**src/rtl/conv_pkg.sv**
```systemverilog
// Shared encodings for the 3x3 convolution window feeder: pixel width default,
// compute-mux column phases and feeder FSM states.
package conv_pkg;

  localparam int DW_DEFAULT = 8;

  localparam logic [1:0] SEL_C0 = 2'd0;
  localparam logic [1:0] SEL_C1 = 2'd1;
  localparam logic [1:0] SEL_C2 = 2'd2;

  typedef enum logic [1:0] {
    ST_ACCEPT = 2'd0,
    ST_SEQ0   = 2'd1,
    ST_SEQ1   = 2'd2,
    ST_SEQ2   = 2'd3
  } state_t;

endpackage

```
**src/rtl/line_buffer.sv**
```systemverilog
// One image row of pixel storage, addressed circularly by column.
// Combinational read-before-write: dout shows the value from one row earlier.
module line_buffer #(
  parameter int DEPTH = 28,
  parameter int DW    = 8,
  localparam int AW   = $clog2(DEPTH)
) (
  input  logic          clk,
  input  logic          we,
  input  logic [AW-1:0] addr,
  input  logic [DW-1:0] din,
  output logic [DW-1:0] dout
);

  logic [DW-1:0] mem [DEPTH];

  assign dout = mem[addr];

  always_ff @(posedge clk) begin
    if (we) mem[addr] <= din;
  end

endmodule

```
**src/rtl/conv_window_feeder.sv**
```systemverilog
// Forms 3x3 sliding windows from a row-major pixel stream and steps the
// downstream per-row multiplier muxes through three column phases per window.
module conv_window_feeder
  import conv_pkg::*;
#(
  parameter int IMG_W = 28,
  parameter int IMG_H = 28,
  parameter int DW    = DW_DEFAULT
) (
  input  logic          clk,
  input  logic          rst,
  input  logic [DW-1:0] in_data,
  input  logic          in_valid,
  output logic          in_ready,
  output logic [DW-1:0] image_data0,
  output logic [DW-1:0] image_data1,
  output logic [DW-1:0] image_data2,
  output logic [DW-1:0] image_data3,
  output logic [DW-1:0] image_data4,
  output logic [DW-1:0] image_data5,
  output logic [DW-1:0] image_data6,
  output logic [DW-1:0] image_data7,
  output logic [DW-1:0] image_data8,
  output logic [1:0]    select,
  output logic          win_valid,
  output logic          frame_done
);

  localparam int CW = $clog2(IMG_W);
  localparam int RW = $clog2(IMG_H);

  state_t        state, state_nxt;
  logic [CW-1:0] col;
  logic [RW-1:0] row;
  logic [DW-1:0] win [9];
  logic [DW-1:0] lb0_out, lb1_out;
  logic          accept, at_win, at_last, last_win;

  assign in_ready = rst && (state == ST_ACCEPT);
  assign accept   = in_valid && in_ready;
  assign at_win   = (row >= RW'(2)) && (col >= CW'(2));
  assign at_last  = (row == RW'(IMG_H - 1)) && (col == CW'(IMG_W - 1));

  // lb0 holds row r-1, lb1 holds row r-2 at the current column
  line_buffer #(.DEPTH(IMG_W), .DW(DW)) lb0 (
    .clk  (clk),
    .we   (accept),
    .addr (col),
    .din  (in_data),
    .dout (lb0_out)
  );

  line_buffer #(.DEPTH(IMG_W), .DW(DW)) lb1 (
    .clk  (clk),
    .we   (accept),
    .addr (col),
    .din  (lb0_out),
    .dout (lb1_out)
  );

  always_ff @(posedge clk or negedge rst) begin
    if (!rst) begin
      col <= '0;
      row <= '0;
    end else if (accept) begin
      if (col == CW'(IMG_W - 1)) begin
        col <= '0;
        row <= (row == RW'(IMG_H - 1)) ? '0 : row + RW'(1);
      end else begin
        col <= col + CW'(1);
      end
    end
  end

  // Window shifts left one column per accepted pixel; frozen during SEQ phases
  always_ff @(posedge clk or negedge rst) begin
    if (!rst) begin
      for (int i = 0; i < 9; i++) win[i] <= '0;
    end else if (accept) begin
      win[0] <= win[1];
      win[1] <= win[2];
      win[2] <= lb1_out;
      win[3] <= win[4];
      win[4] <= win[5];
      win[5] <= lb0_out;
      win[6] <= win[7];
      win[7] <= win[8];
      win[8] <= in_data;
    end
  end

  always_ff @(posedge clk or negedge rst) begin
    if (!rst) begin
      state      <= ST_ACCEPT;
      last_win   <= 1'b0;
      frame_done <= 1'b0;
    end else begin
      state      <= state_nxt;
      frame_done <= (state == ST_SEQ2) && last_win;
      if (accept && at_last)        last_win <= 1'b1;
      else if (state == ST_SEQ2)    last_win <= 1'b0;
    end
  end

  always_comb begin
    state_nxt = state;
    select    = SEL_C0;
    win_valid = 1'b0;
    case (state)
      ST_ACCEPT: if (in_valid && at_win) state_nxt = ST_SEQ0;
      ST_SEQ0: begin
        select    = SEL_C0;
        win_valid = 1'b1;
        state_nxt = ST_SEQ1;
      end
      ST_SEQ1: begin
        select    = SEL_C1;
        win_valid = 1'b1;
        state_nxt = ST_SEQ2;
      end
      ST_SEQ2: begin
        select    = SEL_C2;
        win_valid = 1'b1;
        state_nxt = ST_ACCEPT;
      end
      default: state_nxt = ST_ACCEPT;
    endcase
  end

  assign image_data0 = win[0];
  assign image_data1 = win[1];
  assign image_data2 = win[2];
  assign image_data3 = win[3];
  assign image_data4 = win[4];
  assign image_data5 = win[5];
  assign image_data6 = win[6];
  assign image_data7 = win[7];
  assign image_data8 = win[8];

endmodule
```
**config.mk**
```make
export PLATFORM = sky130hd
export DESIGN_NAME = conv_window_feeder
export DESIGN_NICKNAME = d
export VERILOG_FILES = /design/src/rtl/conv_pkg.sv /design/src/rtl/line_buffer.sv /design/src/rtl/conv_window_feeder.sv
export SDC_FILE = /design/constraint.sdc
export NUM_CORES = 1
export LEC_CHECK = 0
export ABC_CLOCK_PERIOD_IN_PS = 8000
export CAP_MARGIN = 10
export CORE_MARGIN = 2
export CORE_UTILIZATION = 55
export DETAILED_ROUTE_END_ITERATION = 7
export GPL_TIMING_DRIVEN = 0
export PLACE_DENSITY = 0.73
export SYNTH_ARGS = -nofsm -noshare
export SYNTH_HDL_FRONTEND = slang
export SYNTH_SLANG_ARGS = --single-unit
```
**constraint.sdc**
```tcl
create_clock -name clk -period 8 [get_ports clk]
set_input_delay 2.4 -clock clk [delete_from_list [all_inputs] [get_ports clk]]
set_output_delay 2.4 -clock clk [all_outputs]
set_load 0.01 [all_outputs]
```
# Word level (Yosys, flattened, before mapping)
# Memory sizes are Yosys's and may differ from the RTL's. A register that Yosys moved wholly into a read port is not among the register bits.
# Index checks and enable logic that the tools add are counted.
# Widths: inputs -> output; s select.
# op_classes
add_sub_neg,2
magnitude_cmp,2
eq_ne,6
n_mux,10
reduce_logical,12
# ops
cell,n
$add 5x1->5 const B,2
$eq 5x5->1 const B,2
$ge 5x2->1 const B,2
$mux 5,2
$pmux 2 s4,1
$logic_and 1x1->1,7
$mux 1,5
$eq 2x2->1 const B,2
$pmux 2 s2,1
$reduce_or 3->1,1
$eq 2x1->1 const B,1
$logic_not 2->1,1
$mux 2,1
$ne 2x1->1 const B,1
$reduce_and 2->1,1
$reduce_bool 2->1,1
$logic_not 1->1,1
# totals
reg_bits,78
ramBits,448
input_bits,11
word_cells,47
n_memories,2
# mem_list
memory,words,width,read_ports,rd_ports_with_merged_regs,wr,line_no,text
lb0.mem,28,8,1,0,1,line_buffer.sv:15,logic [DW-1:0] mem [DEPTH];
lb1.mem,28,8,1,1,1,line_buffer.sv:15,

# Longest topological paths before layout
# depth
ltp_word,5
ltp_mapped,10
mapped_depth_nobuf,7

# By module
# Synthesis repeated with hierarchy kept, for this count alone.
# hier_totals
cells_unflattened,1290
hier_area_um2,21047.7
# modules_own_cells
mod,instances,cells_each,area_each_um2,seq_area_each_um2
line_buffer,2,454,8799.7,6726.5
conv_window_feeder,1,382,3448.3,2152.1

# Least setup slack after synthesis
# OpenSTA, ideal clock, no wires.
# synth_path
path_kind,input -> output
start,input rst
end,output in_ready
t_arrival_ns,2.573
t_required_ns,5.600
slack_ns,3.027
path_stages,1
n_path_buf,0
cell_sequence,and2_1
# synth_between
elab_chain_len,1
# synth_rtl
item,line_no,text
"start, declared",conv_window_feeder.sv:11,"input logic rst,"
$logic_and 1x1->1,conv_window_feeder.sv:39,assign in_ready = rst && (state == ST_ACCEPT);
"end, declared",conv_window_feeder.sv:14,"output logic in_ready,"
# No other way between the ends.

# Worst setup path in the final report
# Ends and elaborated chain as after synthesis.

==> out/qor.txt <==
FFs w/ async S/R, synth - 0.1610
Overall Global Routing Usage - 0.2656
clock-pin slew on the worst setup and hold paths - 0.06 ns
first-pass GRT wire length - 74.66 mm
sequential share of the synthesized area - 0.7545
status - completed
TritonCTS clock tree - built
net switching power figure - 3.067 mW
DP HPWL - 33.11 mm
Max transition margin - 0.1259
Pint - 6.443 mW
critical path type - in -> out
Mapped Area - 0.02068 mm²
Die Ht - 197.9 µm
nets - 1403
critical path launch point - rst
Min-Delay Path Class - reg -> reg
Slew @ Worst Pin - 1.308 ns
Final setup viols - 0
drt initial violations - 1375
WL final - 50.59 mm
Sw Share - 0.3225
layout cells sized above 1 - 0.1805
Reg-to-Reg Start - col[1]
worst-path maximum fanout - 23
Yosys top cell by area - edfxtp_1
sequential share of power - 0.408
Synth Flop Type - edfxtp_1
most numerous cell in the Yosys netlist - edfxtp_1
Yosys cell types - 57
setup TNS - 0 ns
Syn-to-layout area delta - 19.09%
Mean Syn Cell Area - 17.16 µm²
fin crit period - 5.871 ns
crit-path cells - buf_4 > and2_1 > clkdlybuf4s50_1
Clock Power Share - 0.269
Placer Congestion - 0.8711
dpl cells - 1796
worst vdd rail ir drop - 0.0002721 V
Post-synth EDFFs - 448
yosys warns - 0
via count - 11740
Clock Skew - 0.01881 ns
H-tree depth - 2
largest net degree at the start of global routing - 67
Final Cycle Share - 0.7339
Worst Hold Slack - 0.4769 ns
vias in the first global route - 11860
Final Max Tran Viols - 0
startpoint types - input port
critical path's slowest cell - clkdlybuf4s50_1
Setup WS post-layout - 2.129 ns
DIE AREA - 0.03917 mm²
synth top area cells - edfxtp_1, dfrtp_1, mux4_2, mux2i_1, nand2_1
root buf cell - clkbuf_16
hold_buf cts - 0
non-filler instance count after layout - 1898
PwrDens - 386.1 mW/mm²
Net Count, Synth - 1226
Fmax achieved - 170.3 MHz
final antenna-violating net count - 0
clock sink count - 534
row count - 71
post-synth top area share - 0.6505
vias per cell - 6.188
PortBufs - 87
core area - 0.03731 mm²
Syn Inst Count - 1205
WL per Instance - 26.65 µm
Crit path largest cell delay - 0.54 ns
initial antenna violation count - 0
Die X-Extent - 197.9 µm
Gate power share - 0.322
antenna fix cells - 0
Max Cap Viol - 0
#FFs+latches synth - 534
CTS resizes - 0
Data required, critical path - 5.60 ns
Fin. Hold Viols - 0
Util after Layout - 0.6601
Setup Buffers After CTS - 0
WP buf/inv - 2
setup repair after global routing missed its margin - false
Pleak - 8.684 nW
total gr overflow - 0
crit path capture type - primary output
worst skew pair latency - 0.60 ns
crit path DAT - 3.47 ns
Boundary Pins - 88
post-place setup slack - 2.116 ns
hold_sp - image_data6[0]
most frequent cells after synthesis - edfxtp_1, nand2_1, mux2i_1, dfrtp_1, mux4_2
cell family with most CP delay - buffers and inverters
drt pass-1 iters - 5
Initial Utilization - 0.5543
CTS Buf Count - 53
buffer levels on the longest clock path - 3
DRC viols - 0
[power by group through the flow]
| stage | clock, mW | sequential, mW | combinational, mW |
|---|---|---|---|
| final | 2.56 | 3.88 | 3.07 |
| after global routing | 2.69 | 3.90 | 3.23 |
| after CTS | 2.59 | 3.91 | 2.91 |
| after global placement | 0 | 3.96 | 2.74 |
| after floorplan | 0 | 3.98 | 1.53 |
| after detailed placement | 0 | 3.96 | 2.89 |
[stage by stage]
| stage | power [mW] | cell area, µm² |
|---|---|---|
| floorplan | 5.504 | 20680 |
| global placement | 6.696 | 22150 |
| finish | 9.510 | 24630 |
| CTS | 9.401 | 24530 |
| detailed placement | 6.854 | 22720 |
| global route | 9.832 | 24630 |
[path summary, 6_finish.rpt]
check,cells after the start,slack (ns),endpoint
setup / recovery,3,2.13,in_ready
hold / removal,2,0.48,image_data6[0]
setup reg to reg,7,4.12,image_data5[2]
hold reg to reg,2,0.48,image_data6[0]
max in group asynchronous,2,5.62,image_data8[3]
min in group asynchronous,1,1.72,row[4]
[cell usage in the layout (no fill, tap or decap), types with 6 or more instances in the layout]
cell,instances
nor2_1,21
mux2i_1,100
clkbuf_16,54
dfrtp_1,86
bufinv_16,8
clkdlybuf4s50_1,86
buf_4,8
nand3_1,20
o22ai_1,30
buf_6,6
o21ai_0,16
inv_1,7
a211oi_1,9
ha_1,10
mux4_2,60
buf_16,8
buf_2,20
clkinv_2,9
mux2_2,10
nor2_2,28
clkbuf_1,35
buf_8,24
edfxtp_1,448
a21oi_1,8
nor2b_1,8
nand2_1,191
clkinv_1,7
a31oi_1,7
a22oi_1,28
[metal layers]
metal  global-route usage  wire length [µm]
met1               0.3630             19320
met5                    0                 0
met4              0.08772              1415
met3              0.05365              4922
met2               0.4332             24940
[worst register-to-register path, delay by kind of cell, from the launching register on]
kind / cells / cell delay, ns
buffers and inverters: 3 / 1.38
multiplexers: 2 / 0.73
AO/OA/AOI/OAI: 1 / 0.57
AND/OR/NAND/NOR: 1 / 0.65
flip-flops: 1 / 0.43
[sequential cells by signal, indices dropped and copies added, names as in the netlist, 8 cells and up]
name,count
image_data1,8
lb1.mem,224
lb0.mem,224
image_data4,8
image_data7,8
image_data3,8
image_data2,8
image_data8,8
image_data5,8
image_data0,8
image_data6,8
[area by class of cell]
class                      count  area [µm²]
multi-input combinational    603        4813
timing repair buffer         122        1475
inverter                       8       30.03
clock inverter                32       384.1
tap                          474       593.1
fill                        2515       12680
buffer                        60       306.5
sequential                   534       15610
clock buffer                  65        1423
[kinds of logic after synthesis]
logic type / after synthesis / share of synthesized area
fa+ha+maj: 10 / 0.006050
compound gates: 115 / 0.03721
xor+xnor: 1 / 0.0004235
mux: 173 / 0.1212
simple gates: 304 / 0.06437
flops: 534 / 0.7545
buf+inv: 68 / 0.01627
Power figures use the tool's default switching activity.
